$ cat config.mk
export PLATFORM = sky130hd
export DESIGN_NAME = verification
export DESIGN_NICKNAME = d
export VERILOG_FILES = /design/src/rtl/verification.sv
export SDC_FILE = /design/constraint.sdc
export NUM_CORES = 1
export LEC_CHECK = 0
export ABC_AREA = 1
export ABC_CLOCK_PERIOD_IN_PS = 900
export CORE_AREA = 2 2 39 41
export CTS_CLUSTER_DIAMETER = 100
export DETAILED_ROUTE_END_ITERATION = 8
export DIE_AREA = 0 0 41 43
export PLACE_DENSITY = 0.43
export SLEW_MARGIN = 10
export SYNTH_ARGS = -nofsm -noshare
export SYNTH_HDL_FRONTEND = slang
export SYNTH_SLANG_ARGS = --single-unit
$ cat constraint.sdc
create_clock -name clk -period 0.9 [get_ports clk]
set_input_delay 0.135 -clock clk [delete_from_list [all_inputs] [get_ports clk]]
set_output_delay 0.135 -clock clk [all_outputs]
set_load 0.005 [all_outputs]
$ cat src/rtl/verification.sv
// Free-running modulo-(MAX_COUNT+1) up-counter with terminal-count decode
// and a one-cycle registered wrap pulse.
module verification #(
  parameter int WIDTH     = 4,
  parameter int MAX_COUNT = 2**WIDTH-1
) (
  input  logic             clk,
  input  logic             rst,
  output logic [WIDTH-1:0] count,
  output logic             tc,
  output logic             wrap
);

  // Reject illegal parameterisations at elaboration rather than silently truncating.
  generate
    if (WIDTH < 1) begin : g_bad_width
      $error("verification: WIDTH must be >= 1");
    end
    if (MAX_COUNT < 1 || MAX_COUNT > (2**WIDTH) - 1) begin : g_bad_max
      $error("verification: MAX_COUNT must satisfy 0 < MAX_COUNT <= 2**WIDTH-1");
    end
  endgenerate

  localparam logic [WIDTH-1:0] MAX_VAL = MAX_COUNT[WIDTH-1:0];

  logic [WIDTH-1:0] r_count;
  logic             r_wrap;
  logic             w_at_max;

  assign w_at_max = (r_count == MAX_VAL);

  always_ff @(posedge clk) begin
    if (rst) begin
      r_count <= '0;
      r_wrap  <= 1'b0;
    end else if (w_at_max) begin
      r_count <= '0;
      r_wrap  <= 1'b1;
    end else begin
      r_count <= r_count + WIDTH'(1);
      r_wrap  <= 1'b0;
    end
  end

  assign count = r_count;
  assign tc    = w_at_max;
  assign wrap  = r_wrap;

endmodule

* After elaboration in Yosys (flattened, before gate mapping)
Cells that the tools add are included.
W data, S select, Z words.
** Storage, ports and cells
- Flip-flop bits (word level) :: 5
- Input port bits :: 2
- Output and inout port bits :: 6
- Logic and storage cells :: 6
** Operators by class
- Add/subtract/negate cells :: 1
- Equal/unequal tests :: 1
- Mux-type cells :: 1
- Reduce and logical (&&, ||, !) cells :: 1
** Operators by type and width (count)
- $add A4 B1 Y4 const B :: 1
- $eq A4 B4 Y1 const B :: 1
- $reduce_or A2 Y1 :: 1
- $mux W1 :: 1

* Depth between registers and ports, before layout
- Depth after elaboration :: 2
- Depth in mapped cells :: 4
- Depth with buffers taken out :: 4

* Least setup slack after synthesis
No wires, ideal clock.
- Path kind :: flip-flop to flip-flop
- Start :: reg r_count[0] (netlist: count[0])
- End :: reg r_count[0] (netlist: count[0])
- Library setup time :: 119 ps
- Arrival :: 806 ps
- Required time :: 781 ps
- Path slack :: -24 ps
- Stages on the path, launching flop included :: 5
- Clock period less this slack :: 924 ps
- Cell sequence :: dfxtp_1 -> ha_1 -> nand3_2 -> nand2_1 -> nor2_1
** On the way
- Cells in the longest elaborated chain, start to end :: 2
- Elaborated cells between the ends (all ways) :: 3
** Ends and longest elaborated chain
- from (decl) :: line 26 : logic [WIDTH-1:0] r_count;
- from (signal assigned) :: line 40 : r_count <= r_count + WIDTH'(1);
- parallel branches: the longest is 2 deep, another holds $add A4 B1 Y4
Several ways; the timed one is not identified.
A chain may end at the register's enable or synchronous reset.

* Worst setup path after layout
- Start :: reg r_count[1] (netlist: count[1])
- End :: out tc
** On the way
- Cells in the longest elaborated chain, start to end :: 1
** Ends and longest elaborated chain
- $eq A4 B4 Y1 :: line 30 : assign w_at_max = (r_count == MAX_VAL);
- to (decl) :: line 10 : output logic tc,
No other way between the ends.

==> flow_summary.toml <==
[floorplan]
dieArea_um2 = 1760
coreArea_um2 = 1380
rows = 14
ios = 8
die_h_um = 43
die_w_um = 41
start_util_pct = 13.4

[timing]
slew_violations = 0
setup-violations-final = 5
worst_slew_pin_slew_ns = 0.107
min_period_ns = 1.07
fmax_ghz = 0.934
fin_worst_skew_ns = 0.00252
worst_slack_ns = -0.171
rsz0062_at_grt = "true"
slew_headroom_pct = 92.8
finalHoldViolCount = 0
fin_crit_sh_pct = 119

[final_layout]
area_growth_pct = 113
layout.cells.most_common_list = "7 x buf_4, 4 x inv_1, 4 x nor2_1, 4 x dfxtp_2"
postLayoutCellArea_um2 = 394
final_common_cell = "buf_4"
final_nets = 45
diodes = 0
drive_gt1_share_pct = 63.4
n_fill_cell = 157

[worst_setup_path]
arrival_ns = 0.94
cpLargestDelayFamily = "flip-flops"
required_ns = 0.76
cp_slowest_cell = "dfxtp_2"
crit_path_max_fanout = 2
end_kind = "output pin"
path_cells = "ha_4, nand3_2, inv_1, buf_2"
reg2reg_depth = 6
cp_slowest_stage_delay_ns = 0.33
worstSetupPathType = "reg -> out"
cp-start-kind = "flop"
cp.depth = 4
path_buf_inv = 2

[power]
p_leak_nw = 0.189
powerDensity_nw_per_um2 = 1570
peakVddDrop_v = 0.000518
total_power_mw = 0.618

[placed_design]
placed_area_um2 = 332
dp_slack_ns = -0.378
place_hpwl_um = 351
gp_congestion = 0.568
port_buffers = 7

[routing]
wl_per_cell_um = 9.81
drc = 0
drt-initial-drc-count = 0
vias = 210
via_per_inst = 3.68
wirelength_um = 559
drtAntennaViolNets = 0
drt_first_pass_iters = 1

[global_routing]
grtUsageTotal_pct = 9.36
grt-ovfl-total = 0
grt_max_degree = 4
use_met1_pct = 9.39
grt_pass1_wl_um = 959
grt_antenna_before_repair = 0
use_met2_pct = 11.6
use_met3_pct = 7.85
first_global_vias = 197
grt-busiest-layer = "met2"

[clock_tree]
clock_latency_ns = 0.25
cts_tree = "built"
clockBufferDepth = 2
cts.clk_slew.worst_paths_ns = 0.04
cts_buffers = 3
cts_max_level = 1
root_buffer = "clkbuf_4"
cts.sinks = 5

[min_path]
hold_path_class = "in -> reg"
hold_depth = 3

[logic_synthesis]
synth-seq-cells = 5
synth_compound_area_share_pct = 2.70
syn_inst = 21
netlist_area_um2 = 185
synthAdderAreaFrac_pct = 6.76
synth_xor_area_share_pct = 4.73
syn-num-nets = 24
ys_types = 10
yosys.area_share.simple_pct = 23.6
ys_seq_area_share_pct = 54.1
muxShareOfSynthArea_pct = 0
synth_top_family_by_area = "simple AND/OR/NAND/NOR gates"
synth_area_leaders = "dfxtp_1 54%, inv_1 8.1%, nor2_1 8.1%, ha_1 6.8%, nand3_2 5.4%"
yosysTopAreaCell = "dfxtp_1"
synth-warning-count = 0
netlist.area_leader.share_pct = 54.1
post_synth.cell_area_avg_um2 = 8.82

[status]
violations = "negative setup slack"
outcome = "complete, but fails checks"

[run]
drv_cap = 0
## registers in the layout (all words and copies together), names as in the netlist
| signal | cells |
|---|---|
| wrap | 1 |
| count | 4 |
## synthesized netlist by cell type
cell type  number
dfxtp_1         5
nor2_1          4
nand2_1         2
ha_1            1
nand4_1         1
xnor2_1         1
nand3_1         1
a21oi_1         1
inv_1           4
nand3_2         1
## power breakdown
part | total [mW] | switching, mW | leakage, nW | internal [mW]
sequential | 0.247 | 0.0110 | 0.0424 | 0.236
clock | 0.267 | 0.0990 | 0.0150 | 0.168
combinational | 0.104 | 0.0402 | 0.132 | 0.0637
total | 0.618 | 0.150 | 0.189 | 0.468
## stage by stage
step	util [%]	std cells	hold slack, ns	TNS, ns
global placement	24.0	51	0.501	-1.10
detailed placement	24.0	51	0.512	-1.25
CTS	28.3	57	0.547	-0.547
floorplan	-	21	0.207	0
finish	28.5	57	0.548	-0.509
global route	28.5	57	0.541	-0.833
## kinds of logic (layout without fill, tap and decap cells)
group	after synthesis	after routing
and+or+nand+nor	9	9
DFF	5	5
buffers and inverters	4	24
adders and majority gates	1	1
AOI/OAI and AO/OA	1	1
xor gates and xnor gates	1	1
## cell type report
cell class              instances  area (µm²)  area share (%)
clock buffers                   4        26.3            6.67
inverters                       4        15.0            3.81
multi-input cells              12         103            26.0
flip-flops and latches          5         105            26.7
well taps                      16        20.0            5.08
repair buffers                 16         125            31.7
## worst register-to-register path: cells and delay by family (launching register included)
kind / cells / cell delay (ns)
AO/OA/AOI/OAI: 1 / 0.10
buffers and inverters: 3 / 0.35
flip-flops: 1 / 0.33
AND/OR/NAND/NOR: 2 / 0.10
## path summary, 6_finish.rpt
path	start	endpoint	slack [ns]
max	count[1]$_SDFF_PP0_	tc	-0.17
min	rst	count[2]$_SDFF_PP0_	0.55
max reg2reg	count[0]$_SDFF_PP0_	count[3]$_SDFF_PP0_	-0.05
min reg2reg	count[2]$_SDFF_PP0_	wrap$_SDFF_PP0_	0.59
## repair_timing
action	in CTS	in global routing
hold buffers	0	0
gates resized for setup	29	2
gates cloned	0	0
setup buffers	2	1
pin swaps	5	2
setup endpoints to repair	10	9
## metal layers
metal / part of all wire, % / routed length (µm)
met5: 0 / 0
met4: 1.8 / 10
met3: 11 / 64
met2: 50 / 281
met1: 36 / 202
Power figures use the tool's default switching activity.
